File: src/rtl/rtmc_pkg.sv
// Shared types and helpers for the rtmc motor-command blocks.
// Holds the scheduler command record and the wrap-safe due test.
package rtmc_pkg;

    localparam int RTMC_SCHED_DEPTH = 4;
    localparam int RTMC_TW          = 16;

    typedef struct packed {
        logic [RTMC_TW-1:0] t;
        logic [7:0]         mc;
        logic [7:0]         oe;
    } sched_cmd_t;

    // Due when t - now, read as a signed value, is zero or negative.
    function automatic logic sched_due(input logic [RTMC_TW-1:0] t,
                                       input logic [RTMC_TW-1:0] now);
        logic [RTMC_TW-1:0] diff;
        diff = t - now;
        return (diff == '0) || diff[RTMC_TW-1];
    endfunction

endpackage

File: src/rtl/rtmc_cmd_fifo.sv
// First-word fall-through FIFO of scheduler commands.
// Flush empties it synchronously; the head entry is always visible.
module rtmc_cmd_fifo
    import rtmc_pkg::*;
#(
    parameter int DEPTH = RTMC_SCHED_DEPTH
) (
    input  logic                     clk,
    input  logic                     rst,
    input  logic                     flush,
    input  logic                     push,
    input  sched_cmd_t               din,
    input  logic                     pop,
    output sched_cmd_t               head,
    output logic [$clog2(DEPTH):0]   level
);

    localparam int AW = $clog2(DEPTH);
    localparam int LW = AW + 1;

    sched_cmd_t    mem [DEPTH];
    logic [AW-1:0] wr_ptr;
    logic [AW-1:0] rd_ptr;
    logic [LW-1:0] count;

    assign head  = mem[rd_ptr];
    assign level = count;

    always_ff @(posedge clk or posedge rst) begin
        if (rst) begin
            wr_ptr <= '0;
            rd_ptr <= '0;
            count  <= '0;
        end else if (flush) begin
            wr_ptr <= '0;
            rd_ptr <= '0;
            count  <= '0;
        end else begin
            if (push)
                wr_ptr <= wr_ptr + 1'b1;
            if (pop)
                rd_ptr <= rd_ptr + 1'b1;
            count <= count + LW'(push) - LW'(pop);
        end
    end

    always_ff @(posedge clk) begin
        if (push && !flush)
            mem[wr_ptr] <= din;
    end

endmodule

File: src/rtl/rtmc_step_sched.sv
// Time-triggered motor command scheduler: prescaled timebase plus
// a FIFO of commands applied to mc/mc_oe on the exact tick they are due.
module rtmc_step_sched
    import rtmc_pkg::*;
#(
    parameter int         DEPTH   = RTMC_SCHED_DEPTH,
    parameter int         TW      = RTMC_TW,
    parameter logic [7:0] SAFE_MC = 8'h00,
    parameter logic [7:0] SAFE_OE = 8'h00
) (
    input  logic                     clk,
    input  logic                     rst,
    input  logic                     enable,
    input  logic [7:0]               prescale,
    input  logic                     flush,
    input  logic                     cmd_valid,
    output logic                     cmd_ready,
    input  logic [TW-1:0]            cmd_time,
    input  logic [7:0]               cmd_mc,
    input  logic [7:0]               cmd_oe,
    input  logic                     late_clr,
    output logic [TW-1:0]            now,
    output logic [7:0]               mc,
    output logic [7:0]               mc_oe,
    output logic                     fire,
    output logic                     late,
    output logic [$clog2(DEPTH):0]   level
);

    localparam int LW = $clog2(DEPTH) + 1;

    logic [7:0]  cnt;
    logic        tick;
    logic        push;
    logic        pop;
    logic        due;
    logic [TW-1:0] diff;
    sched_cmd_t  din;
    sched_cmd_t  head;

    assign tick      = enable && (cnt >= prescale);
    assign cmd_ready = (level < LW'(DEPTH)) && !flush;
    assign push      = cmd_valid && cmd_ready;
    assign din       = '{t: cmd_time, mc: cmd_mc, oe: cmd_oe};
    assign diff      = head.t - now;
    assign due       = (level != '0) && sched_due(head.t, now);
    assign pop       = enable && due && !flush;

    rtmc_cmd_fifo #(
        .DEPTH (DEPTH)
    ) u_fifo (
        .clk   (clk),
        .rst   (rst),
        .flush (flush),
        .push  (push),
        .din   (din),
        .pop   (pop),
        .head  (head),
        .level (level)
    );

    always_ff @(posedge clk or posedge rst) begin
        if (rst) begin
            cnt <= '0;
            now <= '0;
        end else if (enable) begin
            if (tick) begin
                cnt <= '0;
                now <= now + 1'b1;
            end else begin
                cnt <= cnt + 8'd1;
            end
        end
    end

    always_ff @(posedge clk or posedge rst) begin
        if (rst) begin
            mc    <= SAFE_MC;
            mc_oe <= SAFE_OE;
            fire  <= 1'b0;
        end else if (flush) begin
            mc    <= SAFE_MC;
            mc_oe <= SAFE_OE;
            fire  <= 1'b0;
        end else if (pop) begin
            mc    <= head.mc;
            mc_oe <= head.oe;
            fire  <= 1'b1;
        end else begin
            fire  <= 1'b0;
        end
    end

    // A late fire wins over a simultaneous clear.
    always_ff @(posedge clk or posedge rst) begin
        if (rst)
            late <= 1'b0;
        else if (pop && (diff != '0))
            late <= 1'b1;
        else if (late_clr)
            late <= 1'b0;
    end

endmodule

File: config.mk
export PLATFORM = sky130hd
export DESIGN_NAME = rtmc_step_sched
export DESIGN_NICKNAME = d
export VERILOG_FILES = /design/src/rtl/rtmc_pkg.sv /design/src/rtl/rtmc_cmd_fifo.sv /design/src/rtl/rtmc_step_sched.sv
export SDC_FILE = /design/constraint.sdc
export NUM_CORES = 1
export LEC_CHECK = 0
export CORE_MARGIN = 3
export CORE_UTILIZATION = 57
export CTS_CLUSTER_DIAMETER = 120
export DETAILED_ROUTE_END_ITERATION = 12
export GPL_TIMING_DRIVEN = 0
export PLACE_DENSITY_LB_ADDON = 0.1
export SETUP_SLACK_MARGIN = 0.15
export SLEW_MARGIN = 20
export SYNTH_ARGS = -nofsm -noshare
export SYNTH_HDL_FRONTEND = slang
export SYNTH_HIERARCHICAL = 1
export SYNTH_SLANG_ARGS = --single-unit
File: constraint.sdc
create_clock -name clk -period 6.41 [get_ports clk]
set_input_delay 1.282 -clock clk [delete_from_list [all_inputs] [get_ports clk]]
set_output_delay 1.282 -clock clk [all_outputs]
set_load 0.03 [all_outputs]
Word level (Yosys, flattened, before mapping)
Memory sizes are Yosys's and may differ from the RTL's.
Cells that the tools add are included.
{"block": "word_totals", "ramBits": 128, "n_memories": 1, "regBits": 49, "elab_cells": 52, "output_inout_bits": 38}
{"name": "u_fifo.mem", "words": 4, "width": 32, "read_ports": 1, "rd_ports_with_merged_regs": 0, "wr": 1, "line": "rtmc_cmd_fifo.sv:21", "rtl": "sched_cmd_t mem [DEPTH];"}
{"block": "op_classes", "n_mux": 16, "reduce_logical": 17, "addsub": 7, "n_lt_le_gt_ge": 2}
{"cell": "$mux W8", "n": 5}
{"cell": "$add A16 B1 Y16 const B", "n": 1}
{"cell": "$logic_not A16 Y1", "n": 1}
{"cell": "$reduce_bool A16 Y1", "n": 1}
{"cell": "$sub A16 B16 Y16", "n": 1}
{"cell": "$add A8 B1 Y8 const B", "n": 1}
{"cell": "$ge A8 B8 Y1", "n": 1}
{"cell": "$logic_and A1 B1 Y1", "n": 8}
{"cell": "$mux W2", "n": 4}
{"cell": "$mux W1", "n": 6}
{"cell": "$reduce_bool A2 Y1", "n": 3}
{"cell": "$add A2 B1 Y2 const B", "n": 2}
{"cell": "$add A3 B1 Y3", "n": 1}
{"cell": "$lt A3 B3 Y1 const B", "n": 1}
{"cell": "$mux W3", "n": 1}
{"cell": "$reduce_bool A3 Y1", "n": 1}
{"cell": "$sub A3 B1 Y3", "n": 1}
{"cell": "$reduce_and A2 Y1", "n": 1}
{"cell": "$logic_not A1 Y1", "n": 1}
{"cell": "$logic_or A1 B1 Y1", "n": 1}

Logic depth before layout (Yosys ltp)
An unclocked memory read counts as a cell.
{"block": "logic_depth", "word_depth": 9, "ltp_mapped": 21, "depth_no_buf": 19}

Modules after synthesis
Netlist, hierarchy kept.
{"mod": "rtmc_cmd_fifo", "cells_per_inst": 206, "n_inst": 1, "area_per_inst_um2": 5096.1, "seq_area_each_um2": 4018.9}
{"mod": "rtmc_step_sched", "cells_per_inst": 333, "n_inst": 1, "area_per_inst_um2": 3055.4, "seq_area_each_um2": 1051.0}

Least setup slack after synthesis
No wires, ideal clock.
{"block": "synth_timing", "kind": "register to register", "startpoint": "reg u_fifo.rd_ptr[0]", "endpoint": "reg u_fifo.count[2], in the netlist u_fifo/level[2]", "stages_incl_launch_ff": 21, "path_slack_ps": 1845, "required_ps": 6296, "arrival_time_ps": 4451, "path_cell_list": "dfrtp_1 > buf_6 > buf_12 > mux4_2 > ha_1 > buf_6 > a211oi_4 > nor2_2 > a2111o_1 > o21ai_2 > xnor2_1 > nor4_4 > a21oi_1 > nor3_1 > ha_1 > inv_1 > ha_1 > inv_1 > fa_1 > xnor3_1 > nor2_1"}
{"item": "start: declaration", "line": "rtmc_cmd_fifo.sv:23", "rtl": "logic [AW-1:0] rd_ptr;"}
{"item": "start signal: assignment", "line": "rtmc_cmd_fifo.sv:42", "rtl": "rd_ptr <= rd_ptr + 1'b1;"}
{"item": "end signal: assignment", "line": "rtmc_cmd_fifo.sv:43", "rtl": "count <= count + LW'(push) - LW'(pop);"}
{"item": "end: declaration", "line": "rtmc_cmd_fifo.sv:24", "rtl": "logic [LW-1:0] count;"}

==> out/metrics.csv <==
stage,metric,value,unit
outcome,outcome,completed,
power_and_ir_drop,irDropWorstVdd,0.210,mV
worst_setup_path,cp.required,6.71,ns
cts,cts_hold_buffers,0,
yosys,synth_top_area_share,47.2,%
yosys,synth_simple_gate_area_share,7.58,%
yosys,muxShareOfSynthArea,11.5,%
cts,htree_levels,4,
yosys,netlist_instances,539,
floorplan,io_pins,84,
yosys,yosys.area.top_type,edfxtp_1,
sta,hold_viol,0,
sta,max_slew_margin,57.4,%
yosys,ys_async_sr_fraction,27.7,%
cts,path_clk_slew,0.07,ns
cts,root_buffer,clkbuf_16,
cts,numCtsBuffers,17,
yosys,ys.warnings.count,6,
yosys,synth_common_cells,"128 x edfxtp_1, 49 x dfrtp_1, 44 x inv_1, 37 x nor2_1, 31 x ha_1",
routing,num_vias,4816,
global_routing,use_met1,27.6,%
yosys,yosysSeqAreaShare,62.2,%
final_layout,areaGrowthSynthToFinish,22.1,%
global_routing,antenna_found_initial,0,
final_layout,fin_nets,724,
floorplan,coreArea,13900,µm²
routing,dr.pass1.iters,6,
placed_design,routabilityCongestion,0.861,
placed_design,pre_cts_ws,1.29,ns
final_layout,drive_gt1_share,14.3,%
worst_setup_path,cp-end-kind,flop,
final_layout,antenna_cells,0,
sta,min_period,5.15,ns
worst_setup_path,crit_fanout,10,
global_routing,grt_use_met3,4.91,%
floorplan,start_util,58.5,%
routing,avgViaCountPerCell,5.75,
floorplan,std_cell_rows,43,
sta,max_slew.worst_pin.slew,0.634,ns
routing,drt_iter0_markers,263,
yosys,synth_seq_cells,177,
global_routing,busiest_layer,met2,
sta,finalClockSkew,0.0113,ns
power_and_ir_drop,power.leakage,3.86,nW
yosys,syn_area,8150,µm²
yosys,syn_avg_cell_area,15.1,µm²
yosys,synth_top_family_by_area,multiplexers,
yosys,synth_compound_area_share,6.08,%
run,cap_violations,0,
cts,clkLatencyLatePin,0.43,ns
cts,cts_tree,built,
sta,fin_tns_setup,0,ns
floorplan,dieArea,15800,µm²
sta,finalCritPeriodShare,80.3,%
worst_hold_path,hold_class,reg -> reg,
power_and_ir_drop,powerDensity,379,nW/µm²
cts,post_cts_buffers,0,
global_routing,grtUsageMet2,37.0,%
cts,cts_num_sinks,177,
yosys,synth_area_leaders,"edfxtp_1 47%, dfrtp_1 15%, mux4_2 7.5%",
sta,final_max_slew_viol_count,0,
sta,fmax,0.194,GHz
floorplan,die_x,126,µm
yosys,synth.most_common_cell,edfxtp_1,
routing,ant_nets,0,
yosys,synth_xor_area_share,3.16,%
placed_design,portBuffers,82,
global_routing,grt_pass1_wl,26400,µm
global_routing,grt_max_degree,27,
yosys,yosys.area_share.adder,5.25,%
routing,wl_per_cell,19.3,µm
worst_setup_path,cp-start-kind,flop,
yosys,syn_nets,618,
worst_setup_path,worstPathArrival,5.45,ns
worst_setup_path,crit_type,reg -> reg,
sta,setup_ws,1.26,ns
routing,routed_wl,16200,µm
placed_design,dpl.hpwl,11400,µm
sta,rsz0062_at_grt,no,
yosys,synth-edff-count,128,
sta,setup-violations-final,0,
cts,cts.repair.resized,0,
cts,cts_buffer_depth,2,
power_and_ir_drop,finalPower,3.77,mW
routing,drc,0,
global_routing,grt_usage,21.8,%
yosys,synth.distinct_cells,62,
floorplan,die_h,126,µm
yosys,synthFlopType,edfxtp_1,
global_routing,first_global_vias,5130,
global_routing,grt.overflow.total,0,
stage by stage:
stage	area (µm²)	cells	util [%]	hold slack [ns]
floorplan	8150	539	-	0.515
global placement	9200	801	66.0	0.508
detailed placement	9320	806	66.9	0.522
CTS	9960	838	71.4	0.533
global route	9960	838	71.4	0.574
finish	9960	838	71.4	0.526
metal layers:
metal	up-vias	share of wire [%]
met3	26	4.4
met2	124	53
li1	2241	-
met1	2425	41
met5	-	0
met4	0	1.9
worst paths after layout:
path	from	endpoint	slack (ns)	depth (start not counted)
min reg2reg	late	late	0.53	2
max	u_fifo/rd_ptr[0]	u_fifo/level[2]	1.26	21
max reg2reg	u_fifo/rd_ptr[0]	u_fifo/level[2]	1.26	21
max in group asynchronous	rst	now[15]	4.71	3
min in group asynchronous	rst	u_fifo/level[0]	1.14	2
min	late	late	0.53	2
worst max-delay path, stage by stage, from the launching register on:
cell     delay (ns)
dfrtp_1        0.34
buf_6          0.18
buf_12         0.17
mux4_2         0.51
inv_1          0.10
ha_1           0.20
fa_1           0.23
nor2b_1        0.07
o31a_1         0.31
o21ai_0        0.19
or3b_1         0.38
mux2i_1        0.16
nor4_4         0.40
a21oi_1        0.15
nor3_1         0.44
ha_1           0.34
inv_1          0.06
ha_1           0.14
inv_1          0.05
fa_1           0.36
xnor3_1        0.20
nor2_1         0.04
layout make-up:
class | instances | area, µm²
buffer | 19 | 176
clock buffer | 18 | 439
clock inverter | 14 | 199
fill | 920 | 3980
inverter | 44 | 165
multi-input combinational | 299 | 2750
sequential | 177 | 5070
tap | 180 | 225
timing repair buffer | 87 | 936
state kept, by name (all words and copies together), names as in the netlist, 2 cells and up:
signal,count
u_fifo/mem,128
now,16
cnt,8
mc,8
mc_oe,8
u_fifo/level,3
u_fifo/rd_ptr,2
u_fifo/wr_ptr,2
power breakdown:
group          internal, mW  leakage, nW  switching, mW  total [mW]
Clock                 0.639        0.306          0.459        1.10
Sequential             1.34         1.77         0.0922        1.43
Combinational         0.550         1.79          0.697        1.25
Total                  2.52         3.86           1.25        3.77
kinds of logic (layout without fill, tap and decap cells):
logic type,count (synthesis),in the layout
AND/OR/NAND/NOR,118,118
flip-flops,177,177
buffers and inverters,63,182
adder cells (fa/ha/maj),33,33
multiplexers,52,52
XOR/XNOR,27,27
AO/OA/AOI/OAI,69,69
cells in the final DEF, fill, tap and decap left out, types with 13 or more instances in the layout:
cell	Yosys	layout
edfxtp_1	128	128
clkdlybuf4s50_1	0	82
dfrtp_1	49	49
inv_1	44	43
nor2_1	37	37
ha_1	31	31
mux4_2	27	27
xnor2_1	20	20
mux2i_1	19	19
clkbuf_16	0	17
nor3_1	16	16
nand3_1	14	14
a21oi_1	13	13
nand2_1	13	13
Power figures use the tool's default switching activity.
